==> src/rtl/led_adc_sequencer.sv <==
// Alternates the IR and red finger-clip LEDs, triggers one ADC conversion per phase
// and routes the result to the IR or red FIR channel. Optional macro: DEADTIME_EN.
module led_adc_sequencer #(
    parameter int HALF_PERIOD_CYC = 5000,
    parameter int SETTLE_CYC      = 1000,
    parameter int DEAD_CYC        = 50
) (
    input  logic       CLK,
    input  logic       rst,
    input  logic       en,
    input  logic       adc_done,
    input  logic [7:0] adc_data,
    output logic       adc_start,
    output logic       led_ir,
    output logic       led_red,
    output logic       phase,
    output logic [7:0] ir_sample,
    output logic       ir_valid,
    output logic [7:0] red_sample,
    output logic       red_valid,
    output logic       adc_timeout
);

    localparam int CNT_W = (HALF_PERIOD_CYC > 1) ? $clog2(HALF_PERIOD_CYC) : 1;
    localparam logic [CNT_W-1:0] LAST_VAL   = CNT_W'(HALF_PERIOD_CYC - 1);
    localparam logic [CNT_W-1:0] SETTLE_VAL = CNT_W'(SETTLE_CYC);

    typedef enum logic [1:0] {IDLE, SETTLE, CONV, HOLD} state_t;

    state_t           state;
    state_t           state_next;
    logic [CNT_W-1:0] cnt;
    logic             wrap;
    logic             capture;
    logic             led_on;

    assign wrap    = (state != IDLE) && (cnt == LAST_VAL);
    assign capture = (state == CONV) && adc_done;

    always_ff @(posedge CLK) begin
        if (rst) begin
            state <= IDLE;
        end else begin
            state <= state_next;
        end
    end

    // The phase wrap overrides whatever the per-state logic chose.
    always_comb begin
        state_next = state;
        adc_start  = 1'b0;
        if (!en) begin
            state_next = IDLE;
        end else begin
            case (state)
                IDLE:   state_next = SETTLE;
                SETTLE: begin
                    if (cnt == SETTLE_VAL) begin
                        adc_start  = 1'b1;
                        state_next = CONV;
                    end
                end
                CONV:   begin
                    if (adc_done) begin
                        state_next = HOLD;
                    end
                end
                HOLD:    state_next = HOLD;
                default: state_next = IDLE;
            endcase
            if (wrap) begin
                state_next = SETTLE;
            end
        end
    end

    always_ff @(posedge CLK) begin
        if (rst) begin
            cnt         <= '0;
            phase       <= 1'b0;
            ir_sample   <= 8'h00;
            red_sample  <= 8'h00;
            ir_valid    <= 1'b0;
            red_valid   <= 1'b0;
            adc_timeout <= 1'b0;
        end else begin
            ir_valid  <= 1'b0;
            red_valid <= 1'b0;
            if (!en || state == IDLE) begin
                cnt         <= '0;
                phase       <= 1'b0;
                adc_timeout <= 1'b0;
            end else begin
                if (capture) begin
                    if (phase) begin
                        red_sample <= adc_data;
                        red_valid  <= 1'b1;
                    end else begin
                        ir_sample <= adc_data;
                        ir_valid  <= 1'b1;
                    end
                end
                // A conversion still open when the phase ends is a missed sample.
                if (wrap) begin
                    cnt   <= '0;
                    phase <= ~phase;
                    if (state == CONV && !adc_done) begin
                        adc_timeout <= 1'b1;
                    end
                end else begin
                    cnt <= cnt + 1'b1;
                end
            end
        end
    end

`ifdef DEADTIME_EN
    localparam logic [CNT_W-1:0] DEAD_VAL = CNT_W'(DEAD_CYC);

    always_comb begin
        led_on = (state != IDLE) && (cnt >= DEAD_VAL);
    end
`else
    logic unused_dead_cfg;
    assign unused_dead_cfg = (DEAD_CYC > 0);

    always_comb begin
        led_on = (state != IDLE);
    end
`endif

    assign led_ir  = led_on && !phase;
    assign led_red = led_on && phase;

endmodule

==> config.mk <==
export PLATFORM = sky130hd
export DESIGN_NAME = led_adc_sequencer
export DESIGN_NICKNAME = d
export VERILOG_FILES = /design/src/rtl/led_adc_sequencer.sv
export SDC_FILE = /design/constraint.sdc
export NUM_CORES = 1
export LEC_CHECK = 0
export BUFFER_PORTS_ARGS = -buffer_cell sky130_fd_sc_hd__buf_2
export CORE_ASPECT_RATIO = 0.6
export CORE_MARGIN = 5
export CORE_UTILIZATION = 40
export CTS_CLUSTER_DIAMETER = 150
export DETAILED_ROUTE_END_ITERATION = 10
export GPL_TIMING_DRIVEN = 0
export PLACE_DENSITY = 0.64
export RECOVER_POWER = 100
export SYNTH_ARGS = -nofsm -noshare
export SYNTH_HDL_FRONTEND = slang
export SYNTH_SLANG_ARGS = --single-unit
export TNS_END_PERCENT = 50
==> constraint.sdc <==
create_clock -name CLK -period 1.7 [get_ports CLK]
set_input_delay 0.34 -clock CLK [delete_from_list [all_inputs] [get_ports CLK]]
set_output_delay 0.34 -clock CLK [all_outputs]
set_load 0.02 [all_outputs]
After elaboration in Yosys (flattened, before gate mapping)
Cells that the tools add are included.
Storage, ports and cells
  logic and storage cells: 53
  input bits: 12
  output and inout port bits: 23
  register bits after elaboration: 35
Operators by class
  muxes and demuxes: 9
  $add $sub $neg: 1
  reductions and logical operators: 21
  eq/ne operators: 9
  bitwise logic cells: 4
Operator list (count)
  $add A13 B1 Y13 const B: 1
  $eq A13 B10 Y1 const B: 1
  $eq A13 B13 Y1 const B: 1
  $reduce_or A3 Y1: 3
  $pmux W2 S4: 1
  $mux W1: 6
  $ne A3 B3 Y1 const B: 2
  $reduce_and A2 Y1: 3
  $reduce_and A3 Y1: 2
  $logic_and A1 B1 Y1: 5
  $eq A2 B2 Y1 const B: 2
  $mux W2: 2
  $ne A2 B2 Y1 const B: 2
  $not A1 Y1: 4
  $reduce_or A2 Y1: 2
  $logic_not A1 Y1: 3
  $eq A2 B1 Y1 const B: 1
  $logic_not A2 Y1: 1
  $reduce_bool A2 Y1: 1
  $logic_or A1 B1 Y1: 1

Logic depth before layout (Yosys ltp)
  depth in word-level cells: 4
  depth in mapped cells: 5
  mapped depth without buffers: 5

Worst setup path after synthesis
Ideal clock, no wire load.
  path type: register -> output
  start: register cnt[4]
  end: output adc_start
  slack: -374 ps
  buffers on the path: 0
  arrival time: 1734 ps
  required time: 1360 ps
  cell stages (with the launch flop): 4
  path through: dfxtp_1 > or4b_4 > or4_4 > nor2_1
On the way
  cells in the longest elaborated chain, start to end: 4
Ends and longest elaborated chain
  from (decl): line 32  | logic [CNT_W-1:0] cnt;
  from (signal assigned): line 111  | cnt <= cnt + 1'b1;
  $eq A13 B10 Y1: line 58  | if (cnt == SETTLE_VAL) begin
  $mux W1: line 58
  $mux W1: line 55  | case (state)
  $mux W1: line 52  | if (!en) begin
  to (decl): line 13  | output logic adc_start,
Every way passes these cells.

Worst setup path in the final report
Ends and elaborated chain as after synthesis.

==> results.cfg <==
[logic_synthesis]
synth-seq-cells = 35
yosysWarnings = 0
seq_area_frac_synth_pct = 45.75
yosys.area.top_type = dfxtp_1
synth_top_area_share_pct = 45.75
synth.area.top_cells = dfxtp_1 (46%), nand3_1 (7.8%), o21ai_0 (6.5%)
synth_cell_type_count = 34
syn_avg_cell_area_um2 = 8.802
synthCells = 174
mappedNetlistArea_um2 = 1531
syn-num-nets = 188

[cells_and_area]
fin_util_pct = 54.54
fin_nets = 239
final-seq-area_um2 = 714.4
diodes = 0
multi_input_area_um2 = 792.0
layout-area-overhead-vs-synth_pct = 31.05
drive_gt1_share_pct = 26.11
fillCellCount = 359

[die]
ios = 35
rows = 17
die_height_um = 57.93
initial_core_util_pct = 41.62
core_area_um2 = 3680
dieArea_um2 = 5207
die_width_um = 89.88

[timing]
fin_setup_tns_ps = -1776
skew_ps = 7.019
final.setup.worst_slack_ps = -563.9
rsz0062_at_grt = true
finalSetupViolCount = 16
fin_crit_sh_pct = 133.2
fin_crit_ps = 2264
finalHoldViolCount = 0
slew_headroom_pct = 69.16
report.final.slew_viol_count = 0
worst_pin_slew_ps = 462.5
fmax_mhz = 441.7
hold_ws_ps = 328.3

[worst_setup_path]
crit_path_max_fanout = 2
criticalPathCategory = flop to output pin
r2r_cells = 5
arrival_ps = 1920
start_kind = flop
required_ps = 1360
cp-end-kind = output pin

[run_status]
violations = setup timing
status = complete, but fails checks

[placement]
io_buffers = 33
gp_congestion = 0.8089
place_hpwl_mm = 3.005

[grt]
grt_antenna_before_repair = 0
grt_pass1_wl_mm = 6.920
grt_pass1_vias = 1374
gr-total-overflow = 0
grt.total_usage_pct = 16.34
grt_max_degree = 13

[pwr]
power_leakage_uw = 0.0006522
ir_drop_mv = 0.4353
p_per_area_nw_per_um2 = 804.3

[detailed_routing]
dr_wl_met3_um = 404
routed.top_layer = met4
routed_wl_mm = 4.254
wl_per_cell_um = 15.58
routed_via_density = 5.549
met2_length_mm = 1.691
first_pass_iters = 4
wl_met1_mm = 2.149
num_vias = 1515
drc = 0
final_antenna_net_count = 0
first_iter_violations = 83

[hold_path]
hold_class = input port to flop
hold_depth = 3

[clock_tree]
cts_buffer_depth = 2
path_clk_slew_ps = 80
htree_levels = 2
cts_tree = built
numCtsBuffers = 5
clockRootBuffer = clkbuf_8
clk_latency_ps = 280
ctsHoldBuffers = 0
clock-sinks = 35

[run]
drv_cap = 0
[metal layers]
layer | vias to the layer above | global-route usage [%]
met1 | 702 | 25.10
met3 | 2 | 5.447
li1 | 752 | -
met2 | 59 | 22.19
met4 | 0 | 2.548
met5 | - | 0
[where the power goes]
part	total (uW)	internal (uW)	switching, uW	leakage [uW]
sequential	821	818	3.19	0.000286
combinational	47.0	18.9	28.1	0.000308
clock	746	436	309	0.0000581
total	1610	1270	341	0.000652
[layout make-up]
type	count	area share, %
Timing Repair Buffer	44	11.78
Clock buffer	5	3.429
Multi-Input combinational cell	121	39.46
Clock inverter	3	2.182
Sequential cell	35	35.60
Tap cell	47	2.930
Inverter	7	1.434
Buffer	11	3.180
[cell usage after synthesis, drive strengths merged]
cell	instances
xor2	1
nand2	4
or3	4
xnor2	2
o31ai	5
or2	1
or4b	2
clkinv	1
or4bb	1
mux2i	1
nor3	5
nand3	24
nor3b	1
buf	2
nand4b	2
nor4	2
and2b	1
o2bb2ai	1
a21oi	18
o21ai	20
clkbuf	9
or4	6
ha	2
inv	6
a211oi	8
nand4	3
or3b	1
dfxtp	35
nor2	5
and4b	1
[metrics by stage]
step | power, uW | worst slack, ps | std cells | area [um2]
global placement | 886.6 | -327.4 | 254 | 1767
detailed placement | 886.9 | -329.8 | 254 | 1767
floorplan | 863.1 | -183.8 | 174 | 1543
finish | 1614 | -563.9 | 273 | 2007
CTS | 1640 | -577.2 | 265 | 1943
global route | 1694 | -610.8 | 273 | 2007
[kinds of logic (layout without fill, tap and decap cells)]
kind of cell,after synthesis,after routing,synth area share (%)
fa+ha+maj,2,2,1.634
flops,35,35,45.75
xor+xnor,3,3,1.716
mux,1,1,0.6536
buf+inv,18,70,4.901
simple gates,63,63,25.65
compound gates,52,52,19.69
[flip-flops by register name, summed over array words and instances, names as in the netlist]
name,cells
adc_timeout,1
phase,1
ir_valid,1
state,2
ir_sample,8
red_valid,1
red_sample,8
cnt,13
[final timing paths]
check / from / end / slack, ps
worst min register to register: cnt[0] / cnt[0] / 450
worst min-delay path: adc_data[6] / ir_sample[6] / 330
worst max register to register: cnt[4] / state[1] / -210
worst max-delay path: cnt[4] / adc_start / -560
[what timing repair did]
item,4_1_cts,5_1_grt
buffers inserted,3,7
pin swaps,3,5
gates cloned,0,1
resized for setup,14,19
endpoints found under the setup margin,17,30
[placed cells by master, fill, tap and decap left out, types with 2 or more instances in the layout]
master,instances
clkbuf_2,3
buf_2,12
dfxtp_1,28
xnor2_1,2
dfxtp_2,5
buf_4,10
nand2_1,4
inv_1,6
buf_6,4
nor3_1,5
or4_4,2
or3_1,4
or4_1,4
o31ai_1,5
a21oi_1,17
clkbuf_1,24
o21ai_0,20
dfxtp_4,2
nand4b_1,2
clkbuf_4,2
nor2_1,3
clkbuf_8,5
a211oi_1,7
nand4_1,3
nand3_1,23
[worst max-delay path, stage by stage (launching register included)]
cell,delay [ps]
dfxtp_4,350
or4b_4,520
or4_4,550
nor2_4,100
buf_6,120
(Power assumes the default switching activity.)
